[src/rtl/calc.sv]
// Address-width helpers shared by the framebuffer command handlers.
// Every width is at least one bit so degenerate panels still elaborate.
package calc;

    function automatic int num_row_address_bits(input int rows);
        return (rows > 1) ? $clog2(rows) : 1;
    endfunction

    function automatic int num_column_address_bits(input int columns);
        return (columns > 1) ? $clog2(columns) : 1;
    endfunction

    function automatic int num_pixelcolorselect_bits(input int bytes_per_pixel);
        return (bytes_per_pixel > 1) ? $clog2(bytes_per_pixel) : 1;
    endfunction

endpackage

[src/rtl/readrect_pkg.sv]
// Shared types and constants for the readrect command handler.
package readrect_pkg;

    typedef enum logic [2:0] {
        S_IDLE,
        S_ARGS,
        S_CLIP,
        S_READ,
        S_DRAIN,
        S_DONE
    } readrect_state_t;

    localparam int READRECT_NUM_ARGS   = 4;
    localparam int READRECT_FIFO_DEPTH = 2;

endpackage

[src/rtl/readrect_skid_fifo.sv]
// 2-entry byte FIFO with fall-through: a push into an empty FIFO is visible
// on head in the same cycle and can be popped without being stored.
module readrect_skid_fifo
    import readrect_pkg::*;
(
    input  logic       clk,
    input  logic       reset,
    input  logic       flush,
    input  logic       push,
    input  logic [7:0] push_data,
    input  logic       pop,
    output logic [7:0] head,
    output logic       valid,
    output logic [1:0] count
);

    logic [7:0] mem [READRECT_FIFO_DEPTH];
    logic       wr_ptr;
    logic       rd_ptr;
    logic       empty;
    logic       take;
    logic       store;
    logic       drop;

    always_comb begin
        empty = (count == 2'd0);
        valid = !empty || push;
        head  = !empty ? mem[rd_ptr] : (push ? push_data : 8'h00);
        take  = valid && pop;
        store = push && !(empty && take);
        drop  = take && !empty;
    end

    always_ff @(posedge clk or negedge reset) begin
        if (!reset) begin
            count  <= 2'd0;
            wr_ptr <= 1'b0;
            rd_ptr <= 1'b0;
        end else if (flush) begin
            count  <= 2'd0;
            wr_ptr <= 1'b0;
            rd_ptr <= 1'b0;
        end else begin
            count <= count + 2'(store) - 2'(drop);
            if (store) wr_ptr <= ~wr_ptr;
            if (drop)  rd_ptr <= ~rd_ptr;
        end
    end

    always_ff @(posedge clk) begin
        if (store) mem[wr_ptr] <= push_data;
    end

endmodule

[src/rtl/control_cmd_readrect.sv]
// Reads a clipped rectangle out of the framebuffer and streams it as bytes.
// Define READRECT_HEADER_EN to prefix the stream with a 16-bit big-endian byte count.
module control_cmd_readrect
    import readrect_pkg::*;
#(
    parameter int BYTES_PER_PIXEL = 2,
    parameter int PIXEL_HEIGHT    = 16,
    parameter int PIXEL_WIDTH     = 64
) (
    input  logic clk,
    input  logic reset,
    input  logic enable,
    input  logic [7:0] data_in,
    output logic ready_for_data,
    output logic [calc::num_row_address_bits(PIXEL_HEIGHT)-1:0] row,
    output logic [calc::num_column_address_bits(PIXEL_WIDTH)-1:0] column,
    output logic [calc::num_pixelcolorselect_bits(BYTES_PER_PIXEL)-1:0] pixel,
    output logic ram_read_enable,
    output logic ram_access_start,
    input  logic [7:0] ram_data_in,
    output logic [7:0] tx_data,
    output logic tx_valid,
    input  logic tx_ready,
    output logic done
);

    localparam int ROW_W = calc::num_row_address_bits(PIXEL_HEIGHT);
    localparam int COL_W = calc::num_column_address_bits(PIXEL_WIDTH);
    localparam int PIX_W = calc::num_pixelcolorselect_bits(BYTES_PER_PIXEL);
`ifdef READRECT_HEADER_EN
    localparam int HDR = 2;
`else
    localparam int HDR = 0;
`endif

    readrect_state_t state, state_nx;

    logic [1:0]       arg_idx;
    logic [7:0]       arg_x, arg_y, arg_w, arg_h;
    logic [COL_W-1:0] col_first, col_last, col_cnt;
    logic [ROW_W-1:0] row_cnt;
    logic [PIX_W-1:0] pix_cnt;
    logic [15:0]      byte_total;
    logic [16:0]      items_left;
    logic [1:0]       hdr_left;
    logic             inflight, inflight_hdr, first_rd;
    logic [7:0]       hdr_byte;

    logic [8:0]  x9, y9, w_room, h_room, w_eff, h_eff;
    logic        zero_area;
    logic [15:0] clip_bytes;
    logic [1:0]  fifo_count;
    logic [2:0]  occ;
    logic        issue, hdr_issue, rd_issue, abort, drained, push;
    logic [7:0]  push_data;

    always_comb begin
        x9         = {1'b0, arg_x};
        y9         = {1'b0, arg_y};
        w_room     = 9'(PIXEL_WIDTH) - x9;
        h_room     = 9'(PIXEL_HEIGHT) - y9;
        w_eff      = ({1'b0, arg_w} < w_room) ? {1'b0, arg_w} : w_room;
        h_eff      = ({1'b0, arg_h} < h_room) ? {1'b0, arg_h} : h_room;
        zero_area  = (x9 >= 9'(PIXEL_WIDTH)) || (y9 >= 9'(PIXEL_HEIGHT)) ||
                     (w_eff == 9'd0) || (h_eff == 9'd0);
        clip_bytes = zero_area ? 16'd0 : 16'(w_eff) * 16'(h_eff) * 16'(BYTES_PER_PIXEL);
    end

    // An inflight read already owns a FIFO slot, so it counts against the depth.
    always_comb begin
        occ       = 3'(fifo_count) + 3'(inflight);
        issue     = (state == S_READ) && enable && (occ < 3'(READRECT_FIFO_DEPTH));
        hdr_issue = issue && (hdr_left != 2'd0);
        rd_issue  = issue && (hdr_left == 2'd0);
        abort     = !enable && (state inside {S_ARGS, S_CLIP, S_READ, S_DRAIN});
        push      = inflight && !abort;
        push_data = inflight_hdr ? hdr_byte : ram_data_in;
        drained   = (occ - 3'(tx_valid && tx_ready)) == 3'd0;
    end

    always_ff @(posedge clk or negedge reset) begin
        if (!reset) state <= S_IDLE;
        else        state <= state_nx;
    end

    always_comb begin
        state_nx = state;
        case (state)
            S_IDLE:  if (enable) state_nx = S_ARGS;
            S_ARGS:  if (!enable) state_nx = S_IDLE;
                     else if (arg_idx == 2'(READRECT_NUM_ARGS - 1)) state_nx = S_CLIP;
            S_CLIP:  if (!enable) state_nx = S_IDLE;
                     else if (HDR == 0 && zero_area) state_nx = S_DONE;
                     else state_nx = S_READ;
            S_READ:  if (!enable) state_nx = S_IDLE;
                     else if (issue && items_left == 17'd1) state_nx = S_DRAIN;
            S_DRAIN: if (!enable) state_nx = S_IDLE;
                     else if (drained) state_nx = S_DONE;
            S_DONE:  if (!enable) state_nx = S_IDLE;
            default: state_nx = S_IDLE;
        endcase
    end

    always_comb begin
        ready_for_data   = (state == S_ARGS);
        done             = (state == S_DONE);
        ram_read_enable  = rd_issue;
        ram_access_start = rd_issue && first_rd;
        row              = rd_issue ? row_cnt : '0;
        column           = rd_issue ? col_cnt : '0;
        pixel            = rd_issue ? pix_cnt : '0;
    end

    always_ff @(posedge clk or negedge reset) begin
        if (!reset) begin
            arg_idx      <= '0;
            arg_x        <= '0;
            arg_y        <= '0;
            arg_w        <= '0;
            arg_h        <= '0;
            col_first    <= '0;
            col_last     <= '0;
            col_cnt      <= '0;
            row_cnt      <= '0;
            pix_cnt      <= '0;
            byte_total   <= '0;
            items_left   <= '0;
            hdr_left     <= '0;
            hdr_byte     <= '0;
            first_rd     <= 1'b0;
            inflight     <= 1'b0;
            inflight_hdr <= 1'b0;
        end else begin
            if (state == S_IDLE) arg_idx <= '0;
            if (state == S_ARGS && enable) begin
                case (arg_idx)
                    2'd0:    arg_x <= data_in;
                    2'd1:    arg_y <= data_in;
                    2'd2:    arg_w <= data_in;
                    default: arg_h <= data_in;
                endcase
                arg_idx <= arg_idx + 2'd1;
            end
            if (state == S_CLIP) begin
                col_first  <= COL_W'(x9);
                col_cnt    <= COL_W'(x9);
                col_last   <= COL_W'(x9 + w_eff - 9'd1);
                row_cnt    <= ROW_W'(y9);
                pix_cnt    <= '0;
                byte_total <= clip_bytes;
                items_left <= 17'(clip_bytes) + 17'(HDR);
                hdr_left   <= 2'(HDR);
                first_rd   <= 1'b1;
            end
            if (issue) items_left <= items_left - 17'd1;
            if (hdr_issue) begin
                hdr_byte <= (hdr_left == 2'd2) ? byte_total[15:8] : byte_total[7:0];
                hdr_left <= hdr_left - 2'd1;
            end
            // Row-major walk: byte lane fastest, then column, then row.
            if (rd_issue) begin
                first_rd <= 1'b0;
                if (pix_cnt == PIX_W'(BYTES_PER_PIXEL - 1)) begin
                    pix_cnt <= '0;
                    if (col_cnt == col_last) begin
                        col_cnt <= col_first;
                        row_cnt <= row_cnt + ROW_W'(1);
                    end else begin
                        col_cnt <= col_cnt + COL_W'(1);
                    end
                end else begin
                    pix_cnt <= pix_cnt + PIX_W'(1);
                end
            end
            inflight     <= issue && !abort;
            inflight_hdr <= hdr_issue && !abort;
        end
    end

    readrect_skid_fifo u_fifo (
        .clk       (clk),
        .reset     (reset),
        .flush     (abort),
        .push      (push),
        .push_data (push_data),
        .pop       (tx_ready),
        .head      (tx_data),
        .valid     (tx_valid),
        .count     (fifo_count)
    );

endmodule

[config.mk]
export PLATFORM = sky130hd
export DESIGN_NAME = control_cmd_readrect
export DESIGN_NICKNAME = d
export VERILOG_FILES = /design/src/rtl/calc.sv /design/src/rtl/readrect_pkg.sv /design/src/rtl/readrect_skid_fifo.sv /design/src/rtl/control_cmd_readrect.sv
export SDC_FILE = /design/constraint.sdc
export NUM_CORES = 1
export LEC_CHECK = 0
export ABC_AREA = 0
export CAP_MARGIN = 20
export CELL_PAD_IN_SITES_DETAIL_PLACEMENT = 0
export CELL_PAD_IN_SITES_GLOBAL_PLACEMENT = 2
export CORE_MARGIN = 10
export CORE_UTILIZATION = 40
export CTS_CLUSTER_SIZE = 25
export DETAILED_ROUTE_END_ITERATION = 16
export GPL_TIMING_DRIVEN = 0
export PLACE_DENSITY = 0.91
export SYNTH_ARGS = -nofsm -noshare
export SYNTH_HDL_FRONTEND = slang
export SYNTH_SLANG_ARGS = --single-unit
export TNS_END_PERCENT = 20
[constraint.sdc]
create_clock -name clk -period 8.3 [get_ports clk]
set_clock_uncertainty 0.1 [all_clocks]
set_input_delay 1.66 -clock clk [delete_from_list [all_inputs] [get_ports clk]]
set_output_delay 1.66 -clock clk [all_outputs]
set_load 0.01 [all_outputs]
Word level (Yosys, flattened, before mapping)
Memories as Yosys holds them, arrays and structs flattened.
Cells that the tools add are included.
{"block": "classes", "n_bitwise": 3, "multipliers": 1, "magnitude_cmp": 5, "n_addsub": 14, "reduce_logical": 44, "eq_ne": 16, "muxes": 47}
{"op": "$mux W17", "count": 2}
{"op": "$mux W8", "count": 4}
{"op": "$mux W3", "count": 10}
{"op": "$mux W6", "count": 5}
{"op": "$mux W4", "count": 5}
{"op": "$logic_not A9 Y1", "count": 2}
{"op": "$lt A8 B9 Y1", "count": 2}
{"op": "$mux W9", "count": 2}
{"op": "$pmux W3 S6", "count": 1}
{"op": "$eq A17 B1 Y1 const B", "count": 1}
{"op": "$sub A17 B1 Y17 const B", "count": 1}
{"op": "$mux W16", "count": 1}
{"op": "$logic_and A1 B1 Y1", "count": 15}
{"op": "$mul A9 B9 Y15", "count": 1}
{"op": "$reduce_bool A2 Y1", "count": 7}
{"op": "$mux W1", "count": 12}
{"op": "$mux W2", "count": 5}
{"op": "$sub A5 B8 Y9 const A", "count": 1}
{"op": "$sub A7 B8 Y9 const A", "count": 1}
{"op": "$ge A8 B5 Y1 const B", "count": 1}
{"op": "$ge A8 B7 Y1 const B", "count": 1}
{"op": "$reduce_and A2 Y1", "count": 4}
{"op": "$add A6 B1 Y6 const B", "count": 1}
{"op": "$add A6 B6 Y6", "count": 1}
{"op": "27 further kinds", "count": 44}
{"block": "word_totals", "regBits": 110, "in_bits": 20, "ram_bits": 16, "memories": 1, "output_inout_bits": 24, "elab_cells": 152}
{"name": "u_fifo.mem", "words": 2, "width": 8, "read_ports": 1, "rd_ports_with_merged_regs": 0, "write_ports": 1, "line_no": "readrect_skid_fifo.sv:17", "text": "logic [7:0] mem [READRECT_FIFO_DEPTH];"}

Longest topological paths before layout
Gate-level depths: netlist (run 1).
{"block": "logic_depth", "depth_word": 13, "ltp_mapped": 32, "ltp_nobuf": 32}

Modules after synthesis
A second synthesis (run 1) with hierarchy kept.
{"block": "hier_totals", "cells_unflattened": 980, "hier_area_um2": 9261.4}
{"mod": "control_cmd_readrect", "n_inst": 1, "cells_per_inst": 913, "area_each_um2": 8360.5, "seq_area_each_um2": 2627.5}
{"mod": "readrect_skid_fifo", "n_inst": 1, "cells_per_inst": 67, "area_each_um2": 900.9, "seq_area_each_um2": 580.6}

Least setup slack after synthesis (run 1)
Ideal clock, no wire load.
{"block": "synth_path", "path_kind": "flip-flop to flip-flop", "startpoint": "register arg_y[2]", "endpoint": "register items_left[14]", "path_stages_with_launch": 28, "n_path_buf": 1, "t_required_ns": 8.048, "setup_slack_ns": 1.109, "setup_time_ns": 0.152, "arrival_time_ns": 6.939, "synth_period_minus_slack_ns": 7.191, "path_cell_list": "dfrtp_1 > buf_6 > or4_4 > a221oi_2 > inv_1 > ha_1 > a211oi_1 > nand2_1 > a211oi_1 > nor2_1 > o21ai_0 > nand2b_1 > fa_1 > inv_1 > fa_1 > ha_1 > inv_1 > fa_1 > inv_1 > ha_1 > a21o_1 > a21oi_1 > nor2b_1 > o21a_1 > o41ai_1 > nor4b_1 > o31ai_1 > o311ai_0"}
{"block": "synth_via", "elab_chain_len": 8, "elab_cells_between_ends": 12, "classes_between": "1 x add/sub; 1 x mul; 2 x order compare; 4 x mux; 4 x reduce/logical"}
{"item": "start: declaration", "line_no": "control_cmd_readrect.sv:39", "text": "logic [7:0] arg_x, arg_y, arg_w, arg_h;"}
{"item": "start signal: assignment", "line_no": "control_cmd_readrect.sv:138", "text": "2'd1: arg_y <= data_in;"}
{"item": "branches (longest 5 deep; another with $mul A9 B9 Y15)"}
{"item": "$mux W16 *", "line_no": "control_cmd_readrect.sv:66", "text": "clip_bytes = zero_area ? 16'd0 : 16'(w_eff) * 16'(h_eff) * 16'(BYTES_PER_PIXEL);"}
{"item": "$mux W17 *", "line_no": "control_cmd_readrect.sv:144", "text": "if (state == S_CLIP) begin"}
{"item": "$mux W17 *", "line_no": "control_cmd_readrect.sv:155", "text": "if (issue) items_left <= items_left - 17'd1;"}
{"item": "end signal: assignment", "line_no": "control_cmd_readrect.sv:151", "text": "items_left <= 17'(clip_bytes) + 17'(HDR);"}
{"item": "end signal: assignment", "line_no": "control_cmd_readrect.sv:155"}
{"item": "end: declaration", "line_no": "control_cmd_readrect.sv:44", "text": "logic [16:0] items_left;"}
Mark *: on every way between the ends. The select of a mux whose other input is x is not followed.
A chain may end at the register's enable or synchronous reset.

Worst setup path after layout (run 1)
{"block": "layout_path", "startpoint": "register arg_x[0]", "endpoint": "register items_left[14]"}
{"block": "layout_via", "elab_chain_len": 9, "elab_cells_between_ends": 12, "classes_between": "1 x add/sub; 1 x mul; 2 x order compare; 4 x mux; 4 x reduce/logical"}
{"item": "start: declaration", "line_no": "control_cmd_readrect.sv:39"}
{"item": "start signal: assignment", "line_no": "control_cmd_readrect.sv:137", "text": "2'd0: arg_x <= data_in;"}
{"item": "branches (longest 6 deep; another with $mul A9 B9 Y15)"}
{"item": "$mux W16 *", "line_no": "control_cmd_readrect.sv:66"}
{"item": "$mux W17 *", "line_no": "control_cmd_readrect.sv:144"}
{"item": "$mux W17 *", "line_no": "control_cmd_readrect.sv:155"}
Marked as above.

==> results of run 1 <==
## sequential cells by signal, summed over array words and instances, names as in the netlist
| signal | count |
|---|---|
| arg_x | 8 |
| col_cnt | 6 |
| u_fifo.rd_ptr | 1 |
| hdr_left | 2 |
| inflight_hdr | 1 |
| row_cnt | 4 |
| hdr_byte | 8 |
| state | 3 |
| arg_w | 8 |
| first_rd | 1 |
| col_first | 6 |
| arg_idx | 2 |
| pix_cnt | 1 |
| u_fifo.mem | 16 |
| inflight | 1 |
| byte_total | 15 |
| col_last | 6 |
| arg_y | 8 |
| u_fifo.count | 2 |
| u_fifo.wr_ptr | 1 |
| items_left | 17 |
| arg_h | 8 |
## cells in the mapped netlist (8+ instances only)
master	count
inv_1	113
clkbuf_1	22
fa_1	49
nor2b_1	13
and2_1	18
xor2_1	17
o21ai_0	41
nor2_1	68
nor4_1	8
nand3_1	29
nand2_1	115
mux2_2	45
and3_1	9
o211ai_1	13
o22ai_1	9
nand2b_1	23
mux2i_1	25
dfrtp_1	109
ha_1	69
xnor2_1	26
nor3_1	13
a21oi_1	24
edfxtp_1	16
## power by group
part           switching [mW]  internal (mW)  leakage, nW
clock network           0.303          0.446        0.281
logic                    1.29          0.983         3.17
registers               0.215          0.812         1.57
total                    1.81           2.24         5.02
## critical path, delay by kind of cell (launching register included)
family | cells | cell delay (ps)
adders and majority gates | 7 | 2560
xor gates and xnor gates | 1 | 290
muxes | 1 | 450
and+or+nand+nor | 5 | 740
buffers and inverters | 6 | 780
AOI/OAI and AO/OA | 9 | 2160
DFF | 1 | 520
## how the worst max path moves through the flow
stage / startpoint / end / slack (ps) / cells after the start
floorplan: arg_y[2] / items_left[14] / 1110 / 27
global placement: arg_y[3] / items_left[14] / -100 / 27
detailed placement: arg_y[3] / items_left[14] / -110 / 27
CTS: arg_x[2] / items_left[14] / 90 / 26
global route: arg_x[0] / items_left[14] / 5 / 29
finish: arg_x[0] / items_left[14] / 520 / 29
## cells by family after synthesis
logic type / synth area share (%)
compound gates: 9.666
xor+xnor: 4.058
fa+ha+maj: 19.98
buf+inv: 5.932
flops: 34.56
mux: 8.156
other cells: 0.08091
simple gates: 17.57
## per-stage QoR
| stage | area [µm²] | TNS [ps] | utilization [%] |
|---|---|---|---|
| floorplan | 9319 | 0 | - |
| global placement | 10110 | -96.88 | 44.50 |
| detailed placement | 10140 | -114.4 | 44.63 |
| CTS | 10730 | 0 | 47.24 |
| global route | 10790 | 0 | 47.52 |
| finish | 10790 | 0 | 47.52 |
## timing repair
item / 4_1_cts / 5_1_grt
setup endpoints to repair: 1 / 8
pin swaps: 0 / 1
resized for setup: 2 / 14
hold buffers: 0 / 0
hold endpoints to repair: 0 / 0
## layer usage
metal | GRT usage [%] | vias up
li1 | - | 3443
met1 | 20.45 | 3355
met2 | 25.61 | 88
met3 | 2.462 | 17
met4 | 4.348 | 0
met5 | 0 | -
## cells in the final DEF (no fill, tap or decap), types with 29 or more instances in the layout
cell type        synthesis  routed
nor2_1                  68      67
dfrtp_1                109     109
mux2_2                  45      45
o21ai_0                 41      40
nand3_1                 29      29
nand2_1                115     115
ha_1                    69      69
clkdlybuf4s50_1          0      42
fa_1                    49      49
inv_1                  113     113
## cell type report
class	instances	area [µm²]	area share [%]
repair buffers	45	460.4	4.267
clock inverters	15	162.7	1.507
well taps	285	356.6	3.305
clock buffers	17	425.4	3.943
flip-flops and latches	125	3208	29.73
plain buffers	30	127.6	1.183
multi-input cells	716	5625	52.13
inverters	113	424.2	3.931
==> metrics.md, run 1 <==
| Metric | Value |
|---|---|
| Status | completed |
| Critical path required time | 8460 ps |
| Initial antenna violation count | 0 |
| Grt total ovfl | 0 |
| Final Critical Period | 7783 ps |
| Drt drc | 0 |
| CTS Buf Count | 17 |
| Relative slew slack | 29.33% |
| Initial Utilization | 40.87% |
| Drt pass-1 iters | 6 |
| Pwr per Cell Area | 375.5 nW/µm² |
| Initial DRC count | 379 |
| Startpoint class of the critical path | flip-flop |
| Hold path endpoint | byte_total[13] |
| Met2 Wirelength | 10110 µm |
| Tightest Pin Transition | 1051 ps |
| Largest cells by area after synthesis | dfrtp_1 (29%), fa_1 (11%), ha_1 (9.3%), mux2_2 (5.5%), edfxtp_1 (5.2%) |
| Slowest CP cell | fa_1 |
| CP dominant cell by count | inv_1 |
| CTS max path bufs | 2 |
| Slew Viols, Final | 0 |
| Post-CTS setup buffers | 0 |
| Lkg Pwr | 5.023 nW |
| Port bufs | 43 |
| Die width | 172.3 µm |
| Synth Flop Type | dfrtp_1 |
| Worst R2R Setup Slack | 520 ps |
| Hold Path Class | flip-flop to flip-flop |
| Post-synth EDFFs | 16 |
| Cells after DPL | 1314 |
| Rows | 55 |
| Clk pin slew, worst setup/hold paths | 60 ps |
| WHS | 365.7 ps |
| CP endpoint kind | flip-flop |
| CP Class | flip-flop to flip-flop |
| Via Count | 6903 |
| Synth cell types | 67 |
| Cells after Synth | 974 |
| Fmax | 0.1285 GHz |
| Seq/Total Area, Yosys | 34.56% |
| Pre-CTS WS | -114.4 ps |
| Core ar. | 22710 µm² |
| R2R depth | 29 |
| Full die area | 29700 µm² |
| Ys async rst share | 87.20% |
| Routed WL | 21470 µm |
| Routability cong. | 0.8158 |
| Routed Antenna Nets | 0 |
| Mean Syn Cell Area | 9.529 µm² |
| Global Route Usage Sum | 15.47% |
| Worst-Skew Late Latency | 420 ps |
| Root buffer cell | clkbuf_16 |
| Wl on met1 | 10410 µm |
| Layout cells sized above 1 | 10.56% |
| #FFs+latches synth | 125 |
| Boundary pin count | 44 |
| Yosys top cell area share | 29.39% |
| Final hold violations | 0 |
| FF-to-FF End | items_left[14] |
| Final critical-path share of the clock period | 93.77% |
| Post-DP HPWL | 16770 µm |
| MaxCap Viol Count | 0 |
| Worst setup margin | 516.9 ps |
| Metal3 WL | 642 µm |
| CTS tree | yes |
| Worst stage delay on the critical path | 580 ps |
| CTS H-tree lvls | 4 |
| Worst Hold Depth | 2 |
| Hold Crit Start | byte_total[13] |
| First-pass GRT wire length | 36920 µm |
| Syn. warnings | 0 |
| Yosys top cell by area | dfrtp_1 |
| RSZ-0062 raised after global routing | no |
| Worst VDD drop | 0.1888 mV |
| Layout Nets | 1186 |
| Vias in the first global route | 7263 |
| WL/cell | 15.95 µm |
| Critical Path AT | 7950 ps |
| Largest net degree at the start of global routing | 65 |
| CTS Sinks | 125 |
| Pwr Total | 4.051 mW |
| Worst Path Max Fanout | 10 |
| Synth Cell Area | 9281 µm² |
| N_diodes | 0 |
| Drt via density | 5.129 |
| Reg2Reg Launch Point | arg_x[0] |
| Layout fillers | 2182 |
| P&R area growth vs syn | 16.26% |
| Final cell count without fillers | 1346 |
| Top Layer Used | met4 |
| Setup-failing EPs final | 0 |
| Die height | 172.3 µm |
(Power assumes the default switching activity.)
==> inputs of run 2 (changes only) <==
--- a/config.mk
+++ b/config.mk
@@ -11,6 +11,7 @@
 export CELL_PAD_IN_SITES_GLOBAL_PLACEMENT = 2
 export CORE_MARGIN = 10
 export CORE_UTILIZATION = 40
+export CTS_BUF_LIST = sky130_fd_sc_hd__clkbuf_8 sky130_fd_sc_hd__clkbuf_16
 export CTS_CLUSTER_SIZE = 25
 export DETAILED_ROUTE_END_ITERATION = 16
 export GPL_TIMING_DRIVEN = 0
==> results of run 2 <==
No change in the layout: final DEF, timing and power equal those of run 1.
